### src/rtl/pipelined_addsub.sv
// Pipelined two's-complement adder/subtractor: one CW-bit chunk of carry per stage, global-stall handshake.
// Optional signed saturation of the result is enabled by defining ADDSUB_SAT_EN.
module pipelined_addsub #(
  parameter int WIDTH  = 16,
  parameter int STAGES = 4
) (
  input  logic             clk,
  input  logic             rst_n,
  input  logic             in_valid,
  output logic             in_ready,
  input  logic [WIDTH-1:0] a,
  input  logic [WIDTH-1:0] b,
  input  logic             cin,
  input  logic             sub,
  output logic             out_valid,
  input  logic             out_ready,
  output logic [WIDTH-1:0] sum,
  output logic             cout,
  output logic             ovf
);

  localparam int CW = WIDTH / STAGES;

  // Each stage carries the whole word: unconsumed operand chunks, finished sum chunks and the chunk carry.
  typedef struct packed {
    logic [WIDTH-1:0] a;
    logic [WIDTH-1:0] bp;
    logic [WIDTH-1:0] s;
    logic             c;
  } stage_t;

  stage_t            src   [STAGES];
  stage_t            st_d  [STAGES];
  stage_t            st_q  [STAGES];
  logic [STAGES-1:0] src_valid;
  logic [STAGES-1:0] valid_d;
  logic [STAGES-1:0] valid_q;
  logic [CW:0]       part  [STAGES];
  logic [WIDTH-1:0]  raw_sum;
  logic              ovf_d;
  logic              ovf_q;
  logic              adv;

  assign adv       = !valid_q[STAGES-1] || out_ready;
  assign in_ready  = adv && rst_n;
  assign out_valid = valid_q[STAGES-1];
  assign sum       = st_q[STAGES-1].s;
  assign cout      = st_q[STAGES-1].c;
  assign ovf       = ovf_q;

  always_comb begin
    // NOTE: every signal gets a value on every path through this block, so no latches are inferred.
    src[0].a     = a;
    src[0].bp    = sub ? ~b : b;
    src[0].s     = '0;
    src[0].c     = sub ? ~cin : cin;
    src_valid[0] = in_valid && in_ready;
    for (int k = 1; k < STAGES; k++) begin
      src[k]       = st_q[k-1];
      src_valid[k] = valid_q[k-1];
    end

    for (int k = 0; k < STAGES; k++) begin
      st_d[k] = src[k];
      part[k] = {1'b0, src[k].a[k*CW +: CW]} + {1'b0, src[k].bp[k*CW +: CW]} + {{CW{1'b0}}, src[k].c};
      st_d[k].s[k*CW +: CW] = part[k][CW-1:0];
      st_d[k].c             = part[k][CW];
    end
    valid_d = src_valid;

    raw_sum = st_d[STAGES-1].s;
    ovf_d   = (st_d[STAGES-1].a[WIDTH-1] == st_d[STAGES-1].bp[WIDTH-1]) &&
              (raw_sum[WIDTH-1] != st_d[STAGES-1].a[WIDTH-1]);
`ifdef ADDSUB_SAT_EN
    // Clamp toward the sign of a; cout and ovf still describe the raw result.
    if (ovf_d) begin
      st_d[STAGES-1].s = st_d[STAGES-1].a[WIDTH-1] ? {1'b1, {(WIDTH-1){1'b0}}}
                                                   : {1'b0, {(WIDTH-1){1'b1}}};
    end
`endif

    if (!adv) begin
      st_d    = st_q;
      valid_d = valid_q;
      ovf_d   = ovf_q;
    end
  end

  always_ff @(posedge clk) begin
    if (!rst_n) begin
      // NOTE: the datapath registers are cleared too, so the visible sum/cout/ovf read 0 after reset.
      for (int k = 0; k < STAGES; k++) begin
        st_q[k] <= '0;
      end
      valid_q <= '0;
      ovf_q   <= 1'b0;
    end else begin
      // NOTE: non-blocking assignments here so every stage samples the previous-cycle state.
      st_q    <= st_d;
      valid_q <= valid_d;
      ovf_q   <= ovf_d;
    end
  end

endmodule

### config.mk
export PLATFORM = sky130hd
export DESIGN_NAME = pipelined_addsub
export DESIGN_NICKNAME = d
export VERILOG_FILES = /design/src/rtl/pipelined_addsub.sv
export SDC_FILE = /design/constraint.sdc
export NUM_CORES = 1
export LEC_CHECK = 0
export BUFFER_PORTS_ARGS = -buffer_cell sky130_fd_sc_hd__buf_2
export CORE_MARGIN = 10
export CORE_UTILIZATION = 50
export DETAILED_ROUTE_END_ITERATION = 16
export PLACE_DENSITY = 0.74
export SYNTH_ARGS = -nofsm -noshare
export SYNTH_HDL_FRONTEND = slang
export SYNTH_SLANG_ARGS = --single-unit
### constraint.sdc
create_clock -name clk -period 2.2 [get_ports clk]
set_clock_uncertainty 0.2 [all_clocks]
set_input_delay 0.11 -clock clk [delete_from_list [all_inputs] [get_ports clk]]
set_output_delay 0.11 -clock clk [all_outputs]
set_load 0.005 [all_outputs]
==> results.cfg, run 1 <==
[run_status]
status = complete, no violations

[synth]
synth_edf_count = 0
ys_top_cells_by_count = nand2_1, dfxtp_1, a21oi_1
ys_types = 28
synth_top_cells_by_area = dfxtp_1, nand2_1, a21oi_1
netlist_instances = 478
avgSynthCellArea_sq_um = 8.72
netlist_area_sq_mm = 0.00417
synth_top_cell_by_area = dfxtp_1
yosys_warnings = 0
synth_nets = 536
ys.flop_type = dfxtp_1
ys_ff_latch = 97
synth-async-reset-ratio_pct = 0
yosysMostFrequentCell = nand2_1
synth_top_cell_area_share_pct = 46.6
ys_seq_area_share_pct = 46.6

[clock_network]
clkLatencyLatePin_ns = 0.36
clockBufferDepth = 2
cts_sinks = 97
clkTransAtPathRegs_ns = 0.09
cts_tree = done
cts_buffers = 9
post_cts_buffers = 0
cts-root-buf = clkbuf_8
ctsHtreeMaxLevel = 3

[pwr]
p_total_mw = 3.46
p_comb_share_pct = 12.5
clkPwrFrac_pct = 31.5
switching_share_pct = 26.4
intPower_mw = 2.55
p_per_area_mw_per_mm2 = 700
vdd_drop_max_uv = 644
power_frac_seq_pct = 56.0
power_leakage_nw = 2.07
switchingPower_uw = 912

[worst_setup_path]
cp.required_ns = 2.23
worstPathArrival_ns = 2.00
crit_chain = dlygate4sd3_1, buf_2, fa_1, fa_1, a21o_1, a21oi_1, a21oi_1
end_kind = register
crit_type = in -> reg
max_stage_delay_ns = 0.53
cp_slowest_cell = dlygate4sd3_1
critPathMaxFanout = 2
start_kind = primary input

[sta]
fmax_mhz = 508
rsz0062_at_grt = false
hold_violations = 0
finalSetupTns_ns = 0
period_share_pct = 89.5
timing.final.crit_period_ns = 1.97
relSlewSlack_pct = 63.1
worst_slew_pin_slew_ns = 0.553
setup_viol = 0
final_max_slew_viol_count = 0

[route]
wl_mm = 8.73
vias = 3359
dr.pass1.iters = 4
drt_iter0_markers = 182
drtAntennaViolNets = 0
via_per_inst = 5.09
wl_per_cell_microns = 13.2
drc = 0

[floorplan]
core_area_sq_mm = 0.00818
rows = 33
initial_core_util_pct = 51.0
dieHeight_microns = 111
die_area_sq_mm = 0.0124
die_width_microns = 111
io_pins = 58

[cells_and_area]
drive_gt1_share_pct = 18.9
area_delta_synth_final_pct = 18.5
nets = 608
insertedDiodeCount = 0

[global_route]
antenna_found_initial = 0
grt-ovfl-total = 0
grt_max_degree = 49
grt_pass1_wl_mm = 15.3
grt_pass1_vias = 3381
grt_usage_pct = 14.3

[placement]
gp_congestion = 0.838
port_buffers = 57
dp.final_hpwl_mm = 5.97

[job]
max-cap-violations = 0

[hold_path]
hold_class = in -> reg
-- power groups by stage --
stage          sequential (mW)  combinational (mW)  clock (mW)
3_3_place_gp              1.97               0.383           0
3_5_place_dp              1.98               0.391           0
6_report                  1.93               0.433        1.09
5_1_grt                   1.95               0.491        1.18
2_1_floorplan             1.96               0.284           0
4_1_cts                   1.94               0.434        1.12
-- cell families after synthesis --
group                    synth area share, %
XOR/XNOR                                4.41
buffers and inverters                   5.85
AND/OR/NAND/NOR                         17.3
flip-flops                              46.6
AO/OA/AOI/OAI                           18.5
adder cells (fa/ha/maj)                 7.44
-- cell type report --
| type | instances | area, sq um |
|---|---|---|
| multi-input combinational | 342 | 1990 |
| clock buffer | 10 | 138 |
| sequential | 97 | 1940 |
| timing repair buffer | 96 | 673 |
| fill | 744 | 3230 |
| inverter | 4 | 15.0 |
| clock inverter | 6 | 50.0 |
| tap | 105 | 131 |
-- layout by cell type, fill, tap and decap left out, types with 2 or more instances in the layout --
cell and instances:
xnor2_1 16, fa_1 8, a21oi_1 82, nand3_1 11
a21o_1 4, o21ai_0 5, xor2_1 5, a2111o_1 4
a211oi_2 16, dfxtp_1 97, inv_1 3, inv_6 2
buf_12 2, buf_4 9, nand2_1 147, clkbuf_8 10
nor2_1 20, o211ai_1 4, ha_1 12, dlygate4sd3_1 28
buf_2 57
-- flip-flops by register name, indices dropped and copies added, names as in the netlist --
signal / count
cout: 1
ovf: 1
raw_sum: 12
src: 63
sum: 16
valid_q: 4
-- path summary, 6_finish.rpt --
check / slack, ns / endpoint / start / depth (start not counted)
max: 0.23 / src[98]$_SDFFE_PN0N_ / a[0] / 7
max reg2reg: 0.25 / cout$_SDFFE_PN0N_ / src[0]$_SDFFE_PN0N_ / 5
min: 0.03 / src[100]$_SDFFE_PN0N_ / a[1] / 4
min reg2reg: 0.25 / sum[12]$_SDFFE_PN0N_ / sum[12]$_SDFFE_PN0N_ / 2
-- layer usage --
layer  vias to the layer above  track usage (%)  routed length (microns)
met1                      1541             18.0                     4070
met2                        63             22.6                     4100
met5                         -                0                        0
li1                       1738                -                        -
met4                         0             5.23                      167
met3                        17             3.95                      392
-- worst max-delay path: cells and delay by family --
family,cells,cell delay [ns]
buffers and inverters,2,0.66
AO/OA/AOI/OAI,3,0.37
adder cells (fa/ha/maj),2,0.87
-- stage by stage --
step	instances	worst slack [ns]	instance area [sq um]	util (%)	hold WS, ns
final	660	0.232	4940	60.4	0.0311
after global routing	660	0.112	4940	60.4	0.0496
after CTS	660	0.212	4940	60.4	0.0161
after detailed placement	616	0.219	4470	54.7	0.160
after global placement	616	0.230	4470	54.7	0.156
after floorplan	478	0.140	4170	-	0.0505
-- timing repair --
item                                   CTS  global route
gates resized for setup                  0             0
hold buffers                            28             0
endpoints found under the hold margin   34             0
Power figures use the tool's default switching activity.
==> inputs of run 2 (changes only) <==
Settings changed: CORE_UTILIZATION 50 to 25, PLACE_DENSITY 0.74 to default.
==> results.cfg, run 2 (same netlist as run 1, synthesis figures left out) <==
[clock_network]
cts_tree = done
cts_sinks = 97
clkTransAtPathRegs_ns = 0.07
post_cts_buffers = 0
ctsHtreeMaxLevel = 3
clkLatencyLatePin_ns = 0.34
cts_buffers = 9
clockBufferDepth = 2
cts-root-buf = clkbuf_16

[floorplan]
dieHeight_microns = 149
die_width_microns = 149
core_area_sq_mm = 0.0165
initial_core_util_pct = 25.3
io_pins = 58
rows = 47
die_area_sq_mm = 0.0222

[worst_setup_path]
start_kind = register
ff2ff_setup_slack_ns = 0.26
cp.required_ns = 1.89
critPathMaxFanout = 58
worstPathArrival_ns = 1.67
end_kind = output port
crit_type = reg -> out
crit_chain = and2b_4, buf_12, nor2_1, buf_2
max_stage_delay_ns = 0.41
cp_slowest_cell = dfxtp_1

[route]
dr.pass1.iters = 4
via_per_inst = 4.21
vias = 3239
drt_iter0_markers = 246
wl_mm = 9.45
drtAntennaViolNets = 0
wl_per_cell_microns = 12.3
drc = 0

[cells_and_area]
fin_util_pct = 31.6
drive_gt1_share_pct = 18.2
largest_register_ffs = 63
insertedDiodeCount = 0
layout_commonest_cell = nand2_1
nets = 603
fin_area_sq_mm = 0.00520
final_cell_mix = nand2_1, dfxtp_1, a21oi_1, buf_2, dlygate4sd3_1
instances_no_fill = 770
area_delta_synth_final_pct = 24.8

[pwr]
p_per_area_mw_per_mm2 = 792
vdd_drop_max_uv = 411
switching_share_pct = 22.4
p_comb_share_pct = 10.4
p_total_mw = 4.12
intPower_mw = 3.20
switchingPower_uw = 922
power_frac_seq_pct = 47.0
power_leakage_nw = 2.12
clkPwrFrac_pct = 42.6

[sta]
timing.final.crit_period_ns = 1.98
relSlewSlack_pct = 64.8
rsz0062_at_grt = false
finalSetupTns_ns = 0
period_share_pct = 90.0
worst_slew_pin_slew_ns = 0.528
hold_ws_ns = 0.0265
final_max_slew_viol_count = 0
hold_violations = 0
fin_ws_ns = 0.221
fmax_mhz = 505
setup_viol = 0

[global_route]
grt_pass1_vias = 3126
antenna_found_initial = 1
grt_pass1_wl_mm = 15.8
grt-ovfl-total = 0
grt_max_degree = 60
grt_usage_pct = 8.73

[placement]
port_buffers = 57
placed_cells = 728
dp_slack_ns = 0.234
placed_area_sq_mm = 0.00461
gp_congestion = 0.745
dp.final_hpwl_mm = 6.65

[run_status]
status = complete, no violations

[job]
max-cap-violations = 0

[hold_path]
hold_class = in -> reg
-- run 2: changes by cell type in the layout (fill, tap and decap cells not counted), moves of 2 or more --
cell / delta
clkbuf_16: +9
clkbuf_1: +2
inv_6: -2
bufinv_16: +3
dlygate4sd3_1: -2
clkbuf_8: -10
buf_4: -4
-- run 2: worst max-delay path, delay by kind of cell, from the launching register on --
family        cells  cell delay, ns
flops             1            0.41
buf+inv           2            0.43
simple gates      2            0.48
-- run 2: cell type report --
class | instances | area [sq um]
Sequential cell | 97 | 1940
Fill cell | 1786 | 11300
Multi-Input combinational cell | 342 | 1990
Clock inverter | 5 | 104
Tap cell | 220 | 275
Timing Repair Buffer | 91 | 643
Clock buffer | 11 | 233
Inverter | 4 | 16.3
-- run 2: final timing paths --
path,startpoint,to,cells after the start
worst min register to register,sum[8]$_SDFFE_PN0N_,sum[8]$_SDFFE_PN0N_,2
worst min-delay path,a[0],src[99]$_SDFFE_PN0N_,4
worst max register to register,src[0]$_SDFFE_PN0N_,cout$_SDFFE_PN0N_,5
worst max-delay path,valid_q[3]$_SDFFE_PN0N_,in_ready,4
-- run 2: power groups by stage --
stage / clock, mW / sequential (mW) / combinational, mW
after floorplan: 0 / 1.96 / 0.284
after global placement: 0 / 1.97 / 0.395
final: 1.76 / 1.94 / 0.428
after detailed placement: 0 / 1.98 / 0.396
after global routing: 1.89 / 1.95 / 0.488
after CTS: 1.81 / 1.94 / 0.436
-- run 2: timing repair --
action | 4_1_cts | 5_1_grt
hold endpoints to repair | 26 | 0
hold buffers | 26 | 0
gates resized for setup | 0 | 0
-- run 2: routing by layer --
| metal | wire length [microns] | vias to the layer above | track usage, % |
|---|---|---|---|
| met5 | 12 | - | 0 |
| met2 | 3920 | 48 | 12.5 |
| li1 | - | 1730 | - |
| met3 | 292 | 15 | 2.18 |
| met1 | 5020 | 1444 | 12.1 |
| met4 | 210 | 2 | 3.73 |
